### src/rtl/operand_shift_bank_if.sv
// Purpose: control and data bundle for operand_shift_bank (mode, load, serial and status signals).
// Latency: n/a (wires only); every output reflects registered bank state.
// Backpressure: none. The controller samples ser_out in the same cycle it issues SHIFT.
//
// Ports carried:
//   sclr, mode, load_bus, ser_in, ser_in_valid             -> into the bank
//   ser_out, ser_out_valid, par_out, occupancy, full, empty <- out of the bank
interface operand_shift_bank_if #(
    parameter int WIDTH = 4,
    parameter int DEPTH = 4
);
    localparam int CW = $clog2(DEPTH + 1);

    logic                     sclr;
    logic [1:0]               mode;
    logic [WIDTH*DEPTH-1:0]   load_bus;
    logic [WIDTH-1:0]         ser_in;
    logic                     ser_in_valid;
    logic [WIDTH-1:0]         ser_out;
    logic                     ser_out_valid;
    logic [WIDTH*DEPTH-1:0]   par_out;
    logic [CW-1:0]            occupancy;
    logic                     full;
    logic                     empty;

    // The sequencing controller drives the bank.
    modport master (
        output sclr, mode, load_bus, ser_in, ser_in_valid,
        input  ser_out, ser_out_valid, par_out, occupancy, full, empty
    );

    // The bank itself.
    modport slave (
        input  sclr, mode, load_bus, ser_in, ser_in_valid,
        output ser_out, ser_out_valid, par_out, occupancy, full, empty
    );
endinterface

### src/rtl/operand_shift_bank.sv
// Purpose: DEPTH-stage bank of WIDTH-bit words with per-stage valid bits; it holds, loads, shifts or rotates.
// Latency: one clock edge from any input to any output. Outputs decode registered state only.
// Backpressure: none. SHIFT always drops the stage DEPTH-1 word, so the consumer samples ser_out first.
//
// Ports: clk (rising edge), clr (asynchronous active-low reset), bus (operand_shift_bank_if.slave).
// Stage 0 is the input end and stage DEPTH-1 is the output end.
// Stage i is packed at bits [i*WIDTH +: WIDTH] on load_bus and par_out.
module operand_shift_bank #(
    parameter int WIDTH = 4,
    parameter int DEPTH = 4
) (
    input  logic                 clk,
    input  logic                 clr,
    operand_shift_bank_if.slave  bus
);
    localparam int CW = $clog2(DEPTH + 1);

    typedef enum logic [1:0] {
        MODE_HOLD   = 2'b00,
        MODE_LOAD   = 2'b01,
        MODE_SHIFT  = 2'b10,
        MODE_ROTATE = 2'b11
    } mode_e;

    logic [WIDTH-1:0] data_q [DEPTH];
    logic [WIDTH-1:0] data_d [DEPTH];
    logic [DEPTH-1:0] v_q;
    logic [DEPTH-1:0] v_d;

    // Next-state selection. sclr overrides every mode.
    always_comb begin
        for (int i = 0; i < DEPTH; i++) begin
            data_d[i] = data_q[i];
        end
        v_d = v_q;

        if (bus.sclr) begin
            for (int i = 0; i < DEPTH; i++) begin
                data_d[i] = '0;
            end
            v_d = '0;
        end else begin
            case (mode_e'(bus.mode))
                MODE_LOAD: begin
                    for (int i = 0; i < DEPTH; i++) begin
                        data_d[i] = bus.load_bus[i*WIDTH +: WIDTH];
                    end
                    v_d = '1;
                end
                MODE_SHIFT: begin
                    // ser_in is captured even when invalid. The output mask hides it.
                    data_d[0] = bus.ser_in;
                    for (int i = 1; i < DEPTH; i++) begin
                        data_d[i] = data_q[i-1];
                    end
                    v_d = {v_q[DEPTH-2:0], bus.ser_in_valid};
                end
                MODE_ROTATE: begin
                    data_d[0] = data_q[DEPTH-1];
                    for (int i = 1; i < DEPTH; i++) begin
                        data_d[i] = data_q[i-1];
                    end
                    v_d = {v_q[DEPTH-2:0], v_q[DEPTH-1]};
                end
                default: begin
                    // HOLD, and any unknown mode in simulation, leaves the state untouched.
                end
            endcase
        end
    end

    always_ff @(posedge clk or negedge clr) begin
        if (!clr) begin
            for (int i = 0; i < DEPTH; i++) begin
                data_q[i] <= '0;
            end
            v_q <= '0;
        end else begin
            for (int i = 0; i < DEPTH; i++) begin
                data_q[i] <= data_d[i];
            end
            v_q <= v_d;
        end
    end

    // Invalid stages read as zero, so downstream PEs see a clean zero operand in each bubble.
    logic [CW-1:0] occ;

    always_comb begin
        occ = '0;
        for (int i = 0; i < DEPTH; i++) begin
            bus.par_out[i*WIDTH +: WIDTH] = v_q[i] ? data_q[i] : '0;
            occ = occ + CW'(v_q[i]);
        end
    end

    assign bus.ser_out       = v_q[DEPTH-1] ? data_q[DEPTH-1] : '0;
    assign bus.ser_out_valid = v_q[DEPTH-1];
    assign bus.occupancy     = occ;
    assign bus.full          = (occ == CW'(DEPTH));
    assign bus.empty         = (occ == '0);
endmodule

### src/flat_wrapper.sv
// flat-port wrapper written by rule: the top's interface ports become plain ports
module operand_shift_bank_flat 
#(
    parameter int WIDTH = 4,
    parameter int DEPTH = 4
)
  (clk, clr, bus_sclr, bus_mode, bus_load_bus, bus_ser_in, bus_ser_in_valid, bus_ser_out, bus_ser_out_valid, bus_par_out, bus_occupancy, bus_full, bus_empty);
  operand_shift_bank_if #(.WIDTH(WIDTH), .DEPTH(DEPTH)) bus_i ();
  input  logic clk;
  input  logic clr;
  input wire logic [$bits(bus_i.sclr)-1:0] bus_sclr;
  input wire logic [$bits(bus_i.mode)-1:0] bus_mode;
  input wire logic [$bits(bus_i.load_bus)-1:0] bus_load_bus;
  input wire logic [$bits(bus_i.ser_in)-1:0] bus_ser_in;
  input wire logic [$bits(bus_i.ser_in_valid)-1:0] bus_ser_in_valid;
  output wire logic [$bits(bus_i.ser_out)-1:0] bus_ser_out;
  output wire logic [$bits(bus_i.ser_out_valid)-1:0] bus_ser_out_valid;
  output wire logic [$bits(bus_i.par_out)-1:0] bus_par_out;
  output wire logic [$bits(bus_i.occupancy)-1:0] bus_occupancy;
  output wire logic [$bits(bus_i.full)-1:0] bus_full;
  output wire logic [$bits(bus_i.empty)-1:0] bus_empty;
  assign bus_i.sclr = bus_sclr;
  assign bus_i.mode = bus_mode;
  assign bus_i.load_bus = bus_load_bus;
  assign bus_i.ser_in = bus_ser_in;
  assign bus_i.ser_in_valid = bus_ser_in_valid;
  assign bus_ser_out = bus_i.ser_out;
  assign bus_ser_out_valid = bus_i.ser_out_valid;
  assign bus_par_out = bus_i.par_out;
  assign bus_occupancy = bus_i.occupancy;
  assign bus_full = bus_i.full;
  assign bus_empty = bus_i.empty;
  operand_shift_bank #(.WIDTH(WIDTH), .DEPTH(DEPTH)) u_core (.clk(clk), .clr(clr), .bus(bus_i));
endmodule
### config.mk
export PLATFORM = sky130hd
export DESIGN_NAME = operand_shift_bank_flat
export DESIGN_NICKNAME = d
export VERILOG_FILES = /design/src/rtl/operand_shift_bank_if.sv /design/src/rtl/operand_shift_bank.sv /design/src/flat_wrapper.sv
export SDC_FILE = /design/constraint.sdc
export NUM_CORES = 1
export LEC_CHECK = 0
export CAP_MARGIN = 5
export CORE_MARGIN = 1
export CORE_UTILIZATION = 47
export CTS_BUF_LIST = sky130_fd_sc_hd__clkbuf_16
export CTS_CLUSTER_SIZE = 25
export DETAILED_ROUTE_END_ITERATION = 12
export PLACE_DENSITY = 0.86
export SYNTH_ARGS = -nofsm -noshare
export SYNTH_HDL_FRONTEND = slang
export SYNTH_SLANG_ARGS = --single-unit
### constraint.sdc
create_clock -name clk -period 2.75 [get_ports clk]
set_input_delay 0.4125 -clock clk [delete_from_list [all_inputs] [get_ports clk]]
set_output_delay 0.4125 -clock clk [all_outputs]
set_load 0.005 [all_outputs]
==> results.json <==
{
  "drv_cap": 0,
  "hold_path.class": "reg -> reg",
  "vias": 1038,
  "hpwl_mm": 2.41,
  "reg2reg_depth": 3,
  "first_global_vias": 1087,
  "status": "finished clean",
  "synth_area_per_cell_um2": 12.8,
  "antenna_found_initial": 0,
  "drt-total-wl_mm": 3.28,
  "critical_path.startpoint": "u_core.v_q[0]",
  "drive_gt1_share_pct": 25.5,
  "arrival_ns": 2.16,
  "avgViaCountPerCell": 5.67,
  "cts_tree": "yes",
  "die_w_um": 55.0,
  "routabilityCongestion": 0.723,
  "first_iter_violations": 10,
  "area_growth_pct": 46.7,
  "portBuffers": 51,
  "period_needed_ns": 2.58,
  "required_ns": 2.34,
  "fin_setup_tns_ns": 0,
  "grt_pass1_wl_mm": 5.11,
  "insertion_delay_ns": 0.25,
  "grt.total_usage_pct": 24.5,
  "powerDensity_mw_per_mm2": 523,
  "post-route-period-util_pct": 93.7,
  "dieArea_mm2": 0.00302,
  "cts_buffers": 3,
  "grt_setup_unrepaired": "no",
  "pre_cts_ws_ns": 0.236,
  "max_freq_ghz": 0.388,
  "syn_inst": 103,
  "worstSetupPathType": "reg -> out",
  "gr-total-overflow": 0,
  "clkSlewWorstSetupHoldPaths_ns": 0.06,
  "ios": 52,
  "ant_nets": 0,
  "r2r-start": "u_core.v_q[3]",
  "synth_cell_types": 17,
  "nets": 185,
  "reg2reg_to": "u_core.v_q[0]",
  "fp.dieH_um": 55.0,
  "nFillCells": 200,
  "drv_slew": 0,
  "syn-cell-area_mm2": 0.00132,
  "synth_warnings": 0,
  "whs_path_depth": 1,
  "finalHoldViolations": 0,
  "ys_ff_latch": 20,
  "ir_drop_mv": 0.367,
  "firstDrtPassIters": 4,
  "root_buffer": "clkbuf_16",
  "rows": 18,
  "hold_buffers": 0,
  "crit_fanout": 3,
  "grt_max_degree": 21,
  "finalWorstSetupSlack_ns": 0.173,
  "finalSetupViolCount": 0,
  "yosysSeqAreaShare_pct": 37.9,
  "clock_sinks": 20,
  "start_util_pct": 51.4,
  "syn_nets": 134,
  "clock_skew_ns": 0.00162,
  "post_cts_buffers": 0,
  "start_kind": "register",
  "drc": 0,
  "slew_headroom_pct": 40.2,
  "htreeDepth": 1,
  "wl_per_cell_um": 17.9,
  "crit_path_end": "bus_occupancy[1]",
  "r2r_slack_ns": 1.61,
  "coreArea_mm2": 0.00257,
  "fin_util_pct": 75.4,
  "cts_buffer_depth": 2,
  "diodes": 0,
  "p_leak_nw": 0.849,
  "cp-end-kind": "output port",
  "max_slew.worst_pin.slew_ns": 0.894
}
-- logic make-up (layout without fill, tap and decap cells) --
| kind of cell | Yosys count | count (layout) | share of synthesized area, % |
|---|---|---|---|
| AND/OR/NAND/NOR | 26 | 26 | 12.7 |
| multiplexers | 12 | 12 | 9.10 |
| adder cells (fa/ha/maj) | 5 | 5 | 5.31 |
| AO/OA/AOI/OAI | 29 | 29 | 28.1 |
| flip-flops | 20 | 20 | 37.9 |
| buffers and inverters | 11 | 61 | 6.92 |
-- how the worst min path moves through the flow --
stage | startpoint | to | slack, ns
finish | u_core.data_q[8] | u_core.data_q[8] | 0.52
floorplan | clr | u_core.data_q[0] | 0.12
CTS | u_core.data_q[8] | u_core.data_q[8] | 0.52
global placement | u_core.data_q[9] | u_core.data_q[9] | 0.50
detailed placement | u_core.data_q[8] | u_core.data_q[8] | 0.51
global route | u_core.data_q[12] | u_core.data_q[12] | 0.53
-- cells in the mapped netlist (all sizes together) --
library cell / count / area (um2)
nor2: 6 / 27.5
dfrtp: 20 / 500
mux2i: 12 / 120
nor3b: 1 / 7.51
nor3: 1 / 5.00
inv: 1 / 3.75
o2bb2ai: 20 / 300
fa: 1 / 20.0
nand2b: 2 / 27.5
buf: 10 / 87.6
and2: 16 / 100
a21oi: 4 / 20.0
ha: 4 / 50.1
a22o: 5 / 50.1
-- where the power goes --
group	switching [mW]	internal, mW	leakage, nW	total (mW)
Combinational	0.112	0.149	0.532	0.261
Sequential	0.0319	0.320	0.266	0.352
Clock	0.110	0.289	0.0511	0.399
Total	0.254	0.758	0.849	1.01
-- routing by layer --
metal  GRT usage [%]  routed length, um
met4            6.67                 21
met5               0                  0
met3            4.37                241
met2            45.4               1660
met1            28.8               1360
-- metrics by stage --
step | std cells | power [mW] | area (um2) | hold WS, ns
floorplan | 103 | 0.488 | 1320 | 0.117
global placement | 179 | 0.605 | 1820 | 0.498
detailed placement | 179 | 0.617 | 1820 | 0.508
CTS | 183 | 1.02 | 1930 | 0.521
global route | 183 | 1.06 | 1940 | 0.531
finish | 183 | 1.01 | 1940 | 0.517
-- critical path, stage by stage, from the launching register on --
cell,delay (ns)
dfrtp_1,0.38
ha_1,0.31
fa_1,0.43
ha_4,0.30
clkdlybuf4s50_1,0.49
-- what timing repair did --
action | in CTS | in global routing
gates resized for setup | 2 | 1
pin swaps | 0 | 0
setup endpoints to repair | 2 | 1
-- layout by cell type (no fill, tap or decap) --
| cell type | instances |
|---|---|
| a22o_2 | 5 |
| dlygate4sd2_1 | 1 |
| dfrtp_1 | 20 |
| inv_1 | 1 |
| dlymetal6s2s_1 | 1 |
| clkdlybuf4s50_1 | 49 |
| bufinv_16 | 1 |
| nor2_1 | 4 |
| ha_4 | 1 |
| o2bb2ai_2 | 20 |
| nand2b_4 | 2 |
| fa_1 | 1 |
| buf_4 | 5 |
| nor2_2 | 2 |
| mux2i_1 | 12 |
| clkbuf_16 | 3 |
| and2_1 | 16 |
| nor3_1 | 1 |
| nor3b_1 | 1 |
| ha_1 | 3 |
| a21oi_1 | 4 |
-- registers in the layout, indices dropped and copies added, names as in the netlist --
| signal | count |
|---|---|
| u_core.data_q | 16 |
| u_core.v_q | 4 |
-- layout make-up --
type,count,area [um2],area share [%]
clock buffers,3,75.1,3.88
inverters,1,3.75,0.194
flip-flops and latches,20,500,25.8
well taps,30,37.5,1.94
clock inverters,1,30.0,1.55
multi-input cells,72,741,38.2
repair buffers,56,549,28.4
(Power assumes the default switching activity.)
